`src/rtl/mem_lsu_stage_if.sv`:
```
// ----------------------------------------------------------------------------
// mem_lsu_stage_if
// Purpose : Groups the MEM-stage load/store unit's pipeline-facing inputs, its
//           data-memory port and its result/status outputs into one bundle.
// Signals (names are as seen from the load/store unit):
//   i_inst_vld, i_mem_wren, i_lsu_op[3:0], i_alu_data[31:0], i_rs2_data[31:0]
//                                   : instruction fields from EX/MEM
//   i_dmem_ack, i_dmem_rdata[31:0]  : data-memory completion strobe and read data
//   o_dmem_req, o_dmem_we, o_dmem_addr[31:0], o_dmem_be[3:0], o_dmem_wdata[31:0]
//                                   : data-memory request
//   o_ld_data[31:0], o_stall, o_misalign, o_bus_err
//                                   : result and status back to the pipeline
// Handshake: o_dmem_req rises with we/addr/be/wdata valid and all of them stay
//   stable until the cycle in which i_dmem_ack is high (a single-cycle strobe
//   carrying i_dmem_rdata) or the unit gives up on timeout; req drops on the
//   following edge. An ack while no request is outstanding is ignored.
// Modports: slave = load/store unit, master = pipeline plus memory side.
// ----------------------------------------------------------------------------
interface mem_lsu_stage_if;
    logic        i_inst_vld;
    logic        i_mem_wren;
    logic [3:0]  i_lsu_op;
    logic [31:0] i_alu_data;
    logic [31:0] i_rs2_data;
    logic        i_dmem_ack;
    logic [31:0] i_dmem_rdata;
    logic        o_dmem_req;
    logic        o_dmem_we;
    logic [31:0] o_dmem_addr;
    logic [3:0]  o_dmem_be;
    logic [31:0] o_dmem_wdata;
    logic [31:0] o_ld_data;
    logic        o_stall;
    logic        o_misalign;
    logic        o_bus_err;

    modport slave (
        input  i_inst_vld, i_mem_wren, i_lsu_op, i_alu_data, i_rs2_data,
        input  i_dmem_ack, i_dmem_rdata,
        output o_dmem_req, o_dmem_we, o_dmem_addr, o_dmem_be, o_dmem_wdata,
        output o_ld_data, o_stall, o_misalign, o_bus_err
    );

    modport master (
        output i_inst_vld, i_mem_wren, i_lsu_op, i_alu_data, i_rs2_data,
        output i_dmem_ack, i_dmem_rdata,
        input  o_dmem_req, o_dmem_we, o_dmem_addr, o_dmem_be, o_dmem_wdata,
        input  o_ld_data, o_stall, o_misalign, o_bus_err
    );
endinterface

```
`src/rtl/mem_lsu_stage.sv`:
```
// ----------------------------------------------------------------------------
// mem_lsu_stage
// Purpose : MEM-stage load/store unit. Takes address, store data and op from
//           EX/MEM, runs one req/ack transaction on the data-memory port while
//           stalling the pipeline, and returns aligned, extended load data.
//           Misaligned/illegal-size accesses are flagged and never issued; a
//           request with no ack for TIMEOUT_CYCLES cycles is aborted.
// Ports   :
//   i_clk        : clock, rising edge
//   i_reset_mem  : synchronous reset, active-high
//   bus          : mem_lsu_stage_if.slave (pipeline fields, dmem port, results)
//   o_dbg_state  : current FSM state (0 IDLE, 1 BUSY, 2 DONE)
// ----------------------------------------------------------------------------
module mem_lsu_stage #(
    parameter  int TIMEOUT_CYCLES = 16,
    localparam int TO_CNT_W       = $clog2(TIMEOUT_CYCLES + 1)
) (
    input  logic                  i_clk,
    input  logic                  i_reset_mem,
    mem_lsu_stage_if.slave        bus,
    output logic [1:0]            o_dbg_state
);

    typedef enum logic [1:0] {
        S_IDLE = 2'd0,
        S_BUSY = 2'd1,
        S_DONE = 2'd2
    } state_t;

    state_t              r_state;
    state_t              w_state_nxt;
    logic [TO_CNT_W-1:0] r_cnt;

    logic        r_req;
    logic        r_we;
    logic [31:0] r_addr;
    logic [3:0]  r_be;
    logic [31:0] r_wdata;
    logic [31:0] r_ld_data;
    logic        r_misalign;
    logic        r_bus_err;
    // Access shape kept for the load extraction when the ack arrives.
    logic [1:0]  r_off;
    logic [1:0]  r_size;
    logic        r_uns;

    logic        w_access;
    logic        w_bad;
    logic [1:0]  w_size;
    logic [1:0]  w_off;
    logic        w_stall;
    logic        w_timeout;
    logic [3:0]  w_be_issue;
    logic [31:0] w_wdata_issue;
    logic [31:0] w_rd_shift;
    logic [31:0] w_ld_ext;

    assign w_access  = bus.i_inst_vld & bus.i_lsu_op[3];
    assign w_size    = bus.i_lsu_op[1:0];
    assign w_off     = bus.i_alu_data[1:0];
    assign w_bad     = (w_size == 2'b11)
                     | ((w_size == 2'b01) & w_off[0])
                     | ((w_size == 2'b10) & (w_off != 2'b00));
    // Last BUSY cycle allowed without an ack; an ack in this cycle still wins.
    assign w_timeout = (r_cnt == TO_CNT_W'(TIMEOUT_CYCLES - 1));

    // Byte enables and lane-replicated write data for the access being issued.
    always_comb begin
        w_be_issue    = 4'hF;
        w_wdata_issue = 32'h0;
        if (bus.i_mem_wren) begin
            case (w_size)
                2'b00: begin
                    w_be_issue    = 4'b0001 << w_off;
                    w_wdata_issue = {4{bus.i_rs2_data[7:0]}};
                end
                2'b01: begin
                    w_be_issue    = 4'b0011 << w_off;
                    w_wdata_issue = {2{bus.i_rs2_data[15:0]}};
                end
                default: begin
                    w_be_issue    = 4'hF;
                    w_wdata_issue = bus.i_rs2_data;
                end
            endcase
        end
    end

    // Move the addressed byte/half down to bit 0, then extend.
    assign w_rd_shift = bus.i_dmem_rdata >> {r_off, 3'b000};

    always_comb begin
        w_ld_ext = bus.i_dmem_rdata;
        case (r_size)
            2'b00:   w_ld_ext = r_uns ? {24'h0, w_rd_shift[7:0]}
                                      : {{24{w_rd_shift[7]}}, w_rd_shift[7:0]};
            2'b01:   w_ld_ext = r_uns ? {16'h0, w_rd_shift[15:0]}
                                      : {{16{w_rd_shift[15]}}, w_rd_shift[15:0]};
            default: w_ld_ext = bus.i_dmem_rdata;
        endcase
    end

    // FSM state register
    always_ff @(posedge i_clk) begin
        if (i_reset_mem) begin
            r_state <= S_IDLE;
        end else begin
            r_state <= w_state_nxt;
        end
    end

    // FSM next state and stall
    always_comb begin
        w_state_nxt = r_state;
        w_stall     = 1'b0;
        case (r_state)
            S_IDLE: begin
                if (w_access && !w_bad) begin
                    w_stall     = 1'b1;
                    w_state_nxt = S_BUSY;
                end
            end
            S_BUSY: begin
                w_stall = 1'b1;
                if (bus.i_dmem_ack || w_timeout) begin
                    w_state_nxt = S_DONE;
                end
            end
            S_DONE: begin
                // Stall is released here so EX/MEM advances on this edge.
                w_state_nxt = S_IDLE;
            end
            default: begin
                w_state_nxt = S_IDLE;
            end
        endcase
        if (i_reset_mem) begin
            w_stall = 1'b0;
        end
    end

    // Datapath and status registers
    always_ff @(posedge i_clk) begin
        if (i_reset_mem) begin
            r_cnt      <= '0;
            r_req      <= 1'b0;
            r_we       <= 1'b0;
            r_addr     <= 32'h0;
            r_be       <= 4'h0;
            r_wdata    <= 32'h0;
            r_ld_data  <= 32'h0;
            r_misalign <= 1'b0;
            r_bus_err  <= 1'b0;
            r_off      <= 2'b00;
            r_size     <= 2'b00;
            r_uns      <= 1'b0;
        end else begin
            r_misalign <= 1'b0;
            r_bus_err  <= 1'b0;
            case (r_state)
                S_IDLE: begin
                    if (w_access) begin
                        if (w_bad) begin
                            r_misalign <= 1'b1;
                            // Stores never touch the load result.
                            if (!bus.i_mem_wren) begin
                                r_ld_data <= 32'h0;
                            end
                        end else begin
                            r_req   <= 1'b1;
                            r_we    <= bus.i_mem_wren;
                            r_addr  <= {bus.i_alu_data[31:2], 2'b00};
                            r_be    <= w_be_issue;
                            r_wdata <= w_wdata_issue;
                            r_off   <= w_off;
                            r_size  <= w_size;
                            r_uns   <= bus.i_lsu_op[2];
                            r_cnt   <= '0;
                        end
                    end
                end
                S_BUSY: begin
                    if (bus.i_dmem_ack) begin
                        r_req <= 1'b0;
                        if (!r_we) begin
                            r_ld_data <= w_ld_ext;
                        end
                    end else if (w_timeout) begin
                        r_req     <= 1'b0;
                        r_bus_err <= 1'b1;
                        if (!r_we) begin
                            r_ld_data <= 32'h0;
                        end
                    end else begin
                        r_cnt <= r_cnt + TO_CNT_W'(1);
                    end
                end
                S_DONE: begin
                    r_cnt <= '0;
                end
                default: begin
                    r_cnt <= '0;
                end
            endcase
        end
    end

    assign bus.o_dmem_req   = r_req;
    assign bus.o_dmem_we    = r_we;
    assign bus.o_dmem_addr  = r_addr;
    assign bus.o_dmem_be    = r_be;
    assign bus.o_dmem_wdata = r_wdata;
    assign bus.o_ld_data    = r_ld_data;
    assign bus.o_stall      = w_stall;
    assign bus.o_misalign   = r_misalign;
    assign bus.o_bus_err    = r_bus_err;
    assign o_dbg_state      = r_state;

endmodule

```
`src/flat_wrapper.sv`:
```
// flat-port wrapper written by rule: the top's interface ports become plain ports
module mem_lsu_stage_flat 
#(
    parameter  int TIMEOUT_CYCLES = 16,
    localparam int TO_CNT_W       = $clog2(TIMEOUT_CYCLES + 1)
)
  (i_clk, i_reset_mem, o_dbg_state, bus_i_inst_vld, bus_i_mem_wren, bus_i_lsu_op, bus_i_alu_data, bus_i_rs2_data, bus_i_dmem_ack, bus_i_dmem_rdata, bus_o_dmem_req, bus_o_dmem_we, bus_o_dmem_addr, bus_o_dmem_be, bus_o_dmem_wdata, bus_o_ld_data, bus_o_stall, bus_o_misalign, bus_o_bus_err);
  mem_lsu_stage_if bus_i ();
  input  logic i_clk;
  input  logic i_reset_mem;
  output logic [1:0] o_dbg_state;
  input wire logic [$bits(bus_i.i_inst_vld)-1:0] bus_i_inst_vld;
  input wire logic [$bits(bus_i.i_mem_wren)-1:0] bus_i_mem_wren;
  input wire logic [$bits(bus_i.i_lsu_op)-1:0] bus_i_lsu_op;
  input wire logic [$bits(bus_i.i_alu_data)-1:0] bus_i_alu_data;
  input wire logic [$bits(bus_i.i_rs2_data)-1:0] bus_i_rs2_data;
  input wire logic [$bits(bus_i.i_dmem_ack)-1:0] bus_i_dmem_ack;
  input wire logic [$bits(bus_i.i_dmem_rdata)-1:0] bus_i_dmem_rdata;
  output wire logic [$bits(bus_i.o_dmem_req)-1:0] bus_o_dmem_req;
  output wire logic [$bits(bus_i.o_dmem_we)-1:0] bus_o_dmem_we;
  output wire logic [$bits(bus_i.o_dmem_addr)-1:0] bus_o_dmem_addr;
  output wire logic [$bits(bus_i.o_dmem_be)-1:0] bus_o_dmem_be;
  output wire logic [$bits(bus_i.o_dmem_wdata)-1:0] bus_o_dmem_wdata;
  output wire logic [$bits(bus_i.o_ld_data)-1:0] bus_o_ld_data;
  output wire logic [$bits(bus_i.o_stall)-1:0] bus_o_stall;
  output wire logic [$bits(bus_i.o_misalign)-1:0] bus_o_misalign;
  output wire logic [$bits(bus_i.o_bus_err)-1:0] bus_o_bus_err;
  assign bus_i.i_inst_vld = bus_i_inst_vld;
  assign bus_i.i_mem_wren = bus_i_mem_wren;
  assign bus_i.i_lsu_op = bus_i_lsu_op;
  assign bus_i.i_alu_data = bus_i_alu_data;
  assign bus_i.i_rs2_data = bus_i_rs2_data;
  assign bus_i.i_dmem_ack = bus_i_dmem_ack;
  assign bus_i.i_dmem_rdata = bus_i_dmem_rdata;
  assign bus_o_dmem_req = bus_i.o_dmem_req;
  assign bus_o_dmem_we = bus_i.o_dmem_we;
  assign bus_o_dmem_addr = bus_i.o_dmem_addr;
  assign bus_o_dmem_be = bus_i.o_dmem_be;
  assign bus_o_dmem_wdata = bus_i.o_dmem_wdata;
  assign bus_o_ld_data = bus_i.o_ld_data;
  assign bus_o_stall = bus_i.o_stall;
  assign bus_o_misalign = bus_i.o_misalign;
  assign bus_o_bus_err = bus_i.o_bus_err;
  mem_lsu_stage #(.TIMEOUT_CYCLES(TIMEOUT_CYCLES)) u_core (.i_clk(i_clk), .i_reset_mem(i_reset_mem), .bus(bus_i), .o_dbg_state(o_dbg_state));
endmodule
```
`config.mk`:
```
export PLATFORM = sky130hd
export DESIGN_NAME = mem_lsu_stage_flat
export DESIGN_NICKNAME = d
export VERILOG_FILES = /design/src/rtl/mem_lsu_stage_if.sv /design/src/rtl/mem_lsu_stage.sv /design/src/flat_wrapper.sv
export SDC_FILE = /design/constraint.sdc
export NUM_CORES = 1
export LEC_CHECK = 0
export BUFFER_PORTS_ARGS = -buffer_cell sky130_fd_sc_hd__buf_2
export CAP_MARGIN = 30
export CELL_PAD_IN_SITES_DETAIL_PLACEMENT = 0
export CELL_PAD_IN_SITES_GLOBAL_PLACEMENT = 1
export CORE_ASPECT_RATIO = 0.5
export CORE_MARGIN = 1
export CORE_UTILIZATION = 34
export CTS_CLUSTER_DIAMETER = 30
export DETAILED_ROUTE_END_ITERATION = 12
export GPL_TIMING_DRIVEN = 0
export PLACE_DENSITY = 0.9
export SLEW_MARGIN = 10
export SYNTH_ARGS = -nofsm -noshare
export SYNTH_HDL_FRONTEND = slang
export SYNTH_SLANG_ARGS = --single-unit
```
`constraint.sdc`:
```
create_clock -name i_clk -period 2.76 [get_ports i_clk]
set_input_delay 0.414 -clock i_clk [delete_from_list [all_inputs] [get_ports i_clk]]
set_output_delay 0.414 -clock i_clk [all_outputs]
set_load 0.03 [all_outputs]
```
==> summary.txt, run 1 <==
Logic synthesis
  – Ranking of synthesized cells by area: dfxtp_1 46%, nand2_1 8.1%, a21oi_1 7.9%, mux2i_1 7.2%, o21ai_2 3.7%
  – Syn. warnings: 0
  – Netlist cell types: 51
  – Post-synth ARST share: 0%
  – Synth Instances: 579
  – Seq/Total Area, Yosys: 45.76%
  – Register bit total from synthesis: 114
  – Most used flip-flop cell after synthesis: dfxtp_1
  – Post-synth top area share: 45.76%
  – Mapped cell area: 4987 um2
  – Mean Syn Cell Area: 8.614 um2
  – Synth area leader: dfxtp_1
  – Post-synth EDFFs: 0

Critical path
  – CP cell instances: ha_1, and3_1, ha_1, nor2_1, or2_1, buf_2, o22ai_2, a21oi_2, buf_2, o2bb2ai_1
  – CP max stage cell: dfxtp_1
  – FF-to-FF setup slack: 280 ps
  – Worst EP arrival: 2800 ps
  – Biggest cell delay along the critical path: 330 ps
  – Critical path launch point type: register
  – Endpoint class of the critical path: register
  – Required @ worst endpoint: 3080 ps
  – Reg2reg path depth: 10
  – Critical path class: reg2reg
  – R2R Path End: u_core.bus.o_ld_data[7]$_SDFFE_PP0P_
  – CP max FO: 10
  – Reg-to-Reg Start: u_core.r_cnt[0]$_SDFFE_PP0P_

Drt
  – Routed len/inst: 15.31 um
  – DRC errors left: 0
  – Drt total wl: 15500 um
  – Vias post-DR: 4977
  – Antenna-violating nets left: 0
  – DR iter-0 viols: 359
  – Via density: 4.918
  – DR pass1 iterations: 7

STA
  – Fmax: 403.6 MHz
  – Setup-failing EPs final: 0
  – Tightest Pin Transition: 932.1 ps
  – Setup_tns: 0 ps
  – RSZ-0062 raised after global routing: false
  – Skew final: 10.56 ps
  – Final Hold Vio Count: 0
  – Final period util: 89.78%
  – Worst slew margin: 37.63%
  – Slew Limit Fails: 0
  – Final min period: 2478 ps

Floorplanning
  – Core area: 13930 um2
  – Die area: 15190 um2
  – I/O pins: 212
  – Die height: 87.64 um
  – Starting Density: 35.81%
  – Rows: 30
  – Die width: 173.3 um

Power
  – Overall power: 4.823 mW
  – Pwr dens: 690.7 nW/um2
  – Worst ir drop on vdd: 358.1 uV
  – Pleak: 3.271 nW

Clock tree
  – Count of hold-fix buffers inserted at cts: 0
  – Clock sink count: 114
  – Post-CTS setup buffers: 0
  – CTS root buf: clkbuf_16
  – CTS HTree Levels: 4
  – Clock Latency Late Sink: 400 ps
  – Cts repair resizes: 0
  – Total CTS buffers: 17
  – Maximum clock insertion buffer count: 2
  – CTS tree: built
  – Clk slew on worst S/H paths: 50 ps

Final layout
  – Filler cells: 1344
  – Ratio of cells with drive above 1 in the final layout: 34.88%
  – ANT cells: 0
  – Storage cell area: 2282 um2
  – Final instance area: 6983 um2
  – Leading cell types in the layout, fill and taps excluded: 221 x buf_2, 114 x dfxtp_1, 108 x nand2_1
  – Most common cell after layout, fill and taps aside: buf_2
  – Nets@finish: 914
  – Multi-input logic area: 2441 um2
  – Layout area overhead: 40.02%

Outcome
  – Status: completed

Placed design
  – Port Buffers: 208
  – GP Congestion: 0.8715
  – Dpl hpwl: 11680 um
  – Post-place instance area: 6272 um2

Hold path
  – Min-delay worst type: in2reg
  – Endpoint of the worst hold path: u_core.bus.o_bus_err$_SDFF_PP0_
  – Min-Delay Startpoint: bus_i_dmem_ack
  – WHS Path Cells: 2

Global route
  – GR Overflow Total: 0
  – Vias in the first global route: 4757
  – GRT Util Overall: 20.17%
  – Initial antenna violation count: 1
  – First-pass GRT wire length: 24050 um
  – Largest net degree at the start of global routing: 17

Job
  – Max Cap Viol: 0
-- how the worst max path moves through the flow --
| stage | start | to | slack (ps) | cells past startpoint |
|---|---|---|---|---|
| final | u_core.r_cnt[0]$_SDFFE_PP0P_ | u_core.bus.o_ld_data[7]$_SDFFE_PP0P_ | 280 | 10 |
| after global routing | u_core.r_cnt[0]$_SDFFE_PP0P_ | u_core.bus.o_ld_data[28]$_SDFFE_PP0P_ | 130 | 10 |
| after global placement | u_core.r_cnt[0]$_SDFFE_PP0P_ | u_core.bus.o_ld_data[31]$_SDFFE_PP0P_ | 320 | 10 |
| after CTS | u_core.r_cnt[0]$_SDFFE_PP0P_ | u_core.bus.o_ld_data[7]$_SDFFE_PP0P_ | 280 | 10 |
| after detailed placement | u_core.r_cnt[0]$_SDFFE_PP0P_ | u_core.bus.o_ld_data[23]$_SDFFE_PP0P_ | 320 | 10 |
| after floorplan | u_core.r_cnt[0]$_SDFFE_PP0P_ | u_core.bus.o_ld_data[14]$_SDFFE_PP0P_ | 700 | 10 |
-- registers in the layout, summed over array words and instances (netlist names), 2 cells and up --
register and cells:
u_core.r_size 2, u_core.r_cnt 5, u_core.bus.o_dmem_be 4, u_core.bus.o_dmem_addr 30, u_core.bus.o_ld_data 32, u_core.o_dbg_state 2, u_core.r_off 2, u_core.bus.o_dmem_wdata 32
-- Yosys cell counts, drive strengths merged, types with 4 or more instances --
cell     count
a21o         7
a21oi       80
a221o        7
a22o         9
and3         8
buf         22
clkbuf      23
dfxtp      114
inv         13
mux2i       36
nand2      109
nand2b       4
nor2        33
nor2b        4
nor3         9
o211ai       7
o21ai       38
o22ai        6
o2bb2ai     19
or2          4
-- where the power goes --
group / internal, mW / total (mW) / switching [mW]
clock network: 1.88 / 2.64 / 0.760
logic: 0.169 / 0.475 / 0.306
registers: 1.69 / 1.71 / 0.0201
total: 3.74 / 4.82 / 1.09
-- metrics by stage --
stage | hold WS (ps) | cells | worst slack (ps) | utilization, %
after global placement | 429.4 | 980 | 315.8 | 45.04
after global routing | 209.0 | 1012 | 130.8 | 50.14
after detailed placement | 440.9 | 980 | 317.8 | 45.04
final | 232.9 | 1012 | 282.0 | 50.14
after floorplan | 432.3 | 580 | 699.9 | -
after CTS | 215.6 | 1012 | 282.1 | 50.14
-- metal layers --
| metal | track usage (%) | up-vias | share of wire [%] |
|---|---|---|---|
| li1 | - | 2494 | - |
| met1 | 25.50 | 2326 | 47 |
| met2 | 34.03 | 138 | 47 |
| met3 | 5.816 | 17 | 5.2 |
| met4 | 5.471 | 2 | 0.69 |
| met5 | 0 | - | 0.065 |
-- cells by family (layout without fill, tap and decap cells) --
| group | Yosys count | count (layout) | synth area share [%] |
|---|---|---|---|
| mux | 36 | 36 | 7.225 |
| simple gates | 181 | 181 | 15.93 |
| xor+xnor | 1 | 1 | 0.1756 |
| other cells | 1 | 2 | 0.07519 |
| fa+ha+maj | 2 | 2 | 0.5017 |
| compound gates | 186 | 186 | 24.96 |
| buf+inv | 58 | 298 | 5.369 |
| flops | 114 | 114 | 45.76 |
-- critical path, delay by kind of cell, from the launching register on --
family	cells	cell delay, ps
compound gates	3	570
fa+ha+maj	2	430
buf+inv	2	480
flops	1	330
simple gates	3	580
-- cell type report --
cell class | count | area share (%)
Clock buffer | 23 | 6.988
Timing Repair Buffer | 208 | 14.91
Clock inverter | 9 | 3.189
Inverter | 13 | 0.6988
Multi-Input combinational cell | 408 | 34.96
Buffer | 45 | 3.136
Sequential cell | 114 | 32.68
Tap cell | 192 | 3.440
Power figures use the tool's default switching activity.
==> run 2, diff against run 1 <==
Settings changed: REMOVE_ABC_BUFFERS set to 1.
==> run 2 against run 1 <==
Clock skew fell by 1.1 ps. Non-clock buffer count fell by 36. Cell area fell by 2.0%. Combinational power fell by 4.2%. Flip-flop and latch count did not move. Via count fell by 2.7%. Fmax rose by 2.4%. Power fell by 6.0%. Die area did not move. Clock-buffer cell count rose by 1. Global-route usage fell by 1.2 points. Largest power group unchanged. Utilization fell by 1.0 points.
==> summary.txt, run 2 (same netlist as run 1, synthesis figures left out) <==
Outcome
  – Status: completed

Clock tree
  – Clock sink count: 114 (unchanged)
  – Post-CTS setup buffers: 0 (unchanged)
  – Maximum clock insertion buffer count: 2 (unchanged)
  – CTS root buf: clkbuf_16
  – Cts repair resizes: 0 (unchanged)
  – CTS HTree Levels: 4 (unchanged)
  – Total CTS buffers: 17 (unchanged)
  – Clk slew on worst S/H paths: 50 ps (about the same)
  – CTS tree: built
  – Count of hold-fix buffers inserted at cts: 0 (unchanged)
  – Clock Latency Late Sink: 400 ps (about the same)

Drt
  – Antenna-violating nets left: 0 (unchanged)
  – Drt total wl: 14440 um (-6.8%)
  – DR iter-0 viols: 281 (-22%)
  – Routed len/inst: 14.80 um (-3.4%)
  – Vias post-DR: 4844 (-2.7%)
  – Via density: 4.963 (+0.92%)
  – DR pass1 iterations: 4 (-3)
  – DRC errors left: 0 (unchanged)

Global route
  – Vias in the first global route: 4679 (-1.6%)
  – GR Overflow Total: 0 (unchanged)
  – GRT Util Overall: 19.00% (-1.2 points)
  – First-pass GRT wire length: 23120 um (-3.8%)
  – Initial antenna violation count: 0 (-1)
  – Largest net degree at the start of global routing: 52 (+35)

Power
  – Sequential share of power: 37.8% (+2.4 points)
  – Clock network power share: 52.2% (-2.6 points)
  – Sw Share: 23.61% (+1.1 points)
  – Pwr dens: 662.4 nW/um2 (-4.1%)
  – Comb pwr share: 10.0% (about the same)
  – Pleak: 3.189 nW (-2.5%)
  – Net Sw Power: 1.070 mW (-1.5%)
  – Worst ir drop on vdd: 371.2 uV (+3.6%)
  – P_int: 3.462 mW (-7.3%)

Final layout
  – Final instance area: 6843 um2 (-2.0%)
  – Layout area overhead: 37.21%
  – Nets@finish: 878 (-3.9%)
  – Ratio of cells with drive above 1 in the final layout: 35.46% (+0.58 points)
  – Most common cell after layout, fill and taps aside: buf_2
  – Leading cell types in the layout, fill and taps excluded: 209 x buf_2, 114 x dfxtp_1, 108 x nand2_1
  – Fin cells: 976 (-3.6%)
  – ANT cells: 0 (unchanged)

Critical path
  – Critical path class: reg2reg
  – R2R Path End: u_core.bus.o_ld_data[27]$_SDFFE_PP0P_
  – Required @ worst endpoint: 3020 ps (-60 ps)
  – Reg2reg path depth: 6 (-4)
  – Reg-to-Reg Start: u_core.r_off[0]$_SDFFE_PP0P_
  – CP max FO: 17 (+7)
  – FF-to-FF setup slack: 340 ps (+60 ps)
  – Endpoint class of the critical path: register
  – Critical path launch point type: register
  – Worst EP arrival: 2680 ps (-120 ps)

Placed design
  – Post-place instance area: 6175 um2 (-1.6%)
  – GP Congestion: 0.7662 (-12%)
  – Dpl cells: 942 (-3.9%)
  – Port Buffers: 209 (+0.48%)
  – Dpl hpwl: 10030 um (-14%)
  – Dpl ws: -79.93 ps (-397.8 ps)

STA
  – Final Hold Vio Count: 0 (unchanged)
  – RSZ-0062 raised after global routing: false
  – Slew Limit Fails: 0 (unchanged)
  – Tightest Pin Transition: 923.5 ps (-8.581 ps)
  – Setup-failing EPs final: 0 (unchanged)
  – Setup ws final: 339.9 ps (+57.95 ps)
  – Fmax: 413.2 MHz (+2.4%)
  – Worst slew margin: 38.35% (+0.72 points)
  – Final min period: 2420 ps (-57.95 ps)
  – Skew final: 9.433 ps (-1.124 ps)
  – Final period util: 87.68% (-2.1 points)

Hold path
  – Min-Delay Startpoint: bus_i_dmem_ack
  – Min-delay worst type: in2reg
  – Endpoint of the worst hold path: u_core.bus.o_bus_err$_SDFF_PP0_
  – WHS Path Cells: 2 (unchanged)

Floorplanning
  – Die height: 87.64 um (unchanged)
  – I/O pins: 212 (unchanged)
  – Die width: 173.3 um (unchanged)
  – Core area: 13930 um2 (unchanged)
  – Starting Density: 35.81% (unchanged)
  – Die area: 15190 um2 (unchanged)
  – Rows: 30 (unchanged)

Job
  – Max Cap Viol: 0 (unchanged)
-- run 2: routing by layer --
metal / GRT usage, % / wire, um
met5: 0 / 0
met4: 8.447 / 316
met3: 3.689 / 463
met2: 34.03 / 7417
met1: 22.59 / 6244
-- run 2: how the worst max path moves through the flow --
stage,to,start
after floorplan,u_core.bus.o_dmem_wdata[0]$_SDFFE_PP0P_,u_core.o_dbg_state[0]$_SDFFE_PP0P_
after global placement,u_core.bus.o_dmem_wdata[7]$_SDFFE_PP0P_,bus_i_lsu_op[1]
after detailed placement,u_core.bus.o_ld_data[9]$_SDFFE_PP0P_,i_reset_mem
after CTS,u_core.bus.o_dmem_wdata[13]$_SDFFE_PP0P_,bus_i_lsu_op[1]
after global routing,u_core.bus.o_ld_data[27]$_SDFFE_PP0P_,u_core.r_off[0]$_SDFFE_PP0P_
final,u_core.bus.o_ld_data[27]$_SDFFE_PP0P_,u_core.r_off[0]$_SDFFE_PP0P_
-- run 2: area by class of cell --
class / count / area, um2
fillers: 1317 / 7083
multi-input cells: 408 / 2460
flip-flops and latches: 114 / 2282
repair buffers: 217 / 1171
clock buffers: 24 / 491.7
well taps: 192 / 240.2
clock inverters: 8 / 148.9
inverters: 13 / 48.80
-- run 2: stage by stage --
| step | power, mW | hold WS (ps) | util, % | TNS (ps) |
|---|---|---|---|---|
| CTS | 4.573 | 204.7 | 48.94 | 0 |
| global placement | 2.173 | 430.3 | 43.50 | -72230 |
| detailed placement | 2.197 | 436.9 | 44.34 | -1652 |
| floorplan | 1.984 | 432.3 | - | -1772 |
| global route | 4.717 | 226.1 | 49.14 | 0 |
| finish | 4.533 | 221.0 | 49.14 | 0 |
-- run 2: power groups by stage --
stage	Sequential [mW]	Clock [mW]	Combinational [mW]
finish	1.71	2.37	0.455
global route	1.72	2.50	0.497
CTS	1.71	2.41	0.453
detailed placement	1.75	0	0.451
global placement	1.75	0	0.423
floorplan	1.82	0	0.166
-- run 2: worst max-delay path, cell delays in order (launching register included) --
cell	delay [ps]
dfxtp_1	660
buf_8	240
mux2i_1	250
nor3_1	70
a211o_1	310
o21ai_2	590
o2bb2ai_1	150
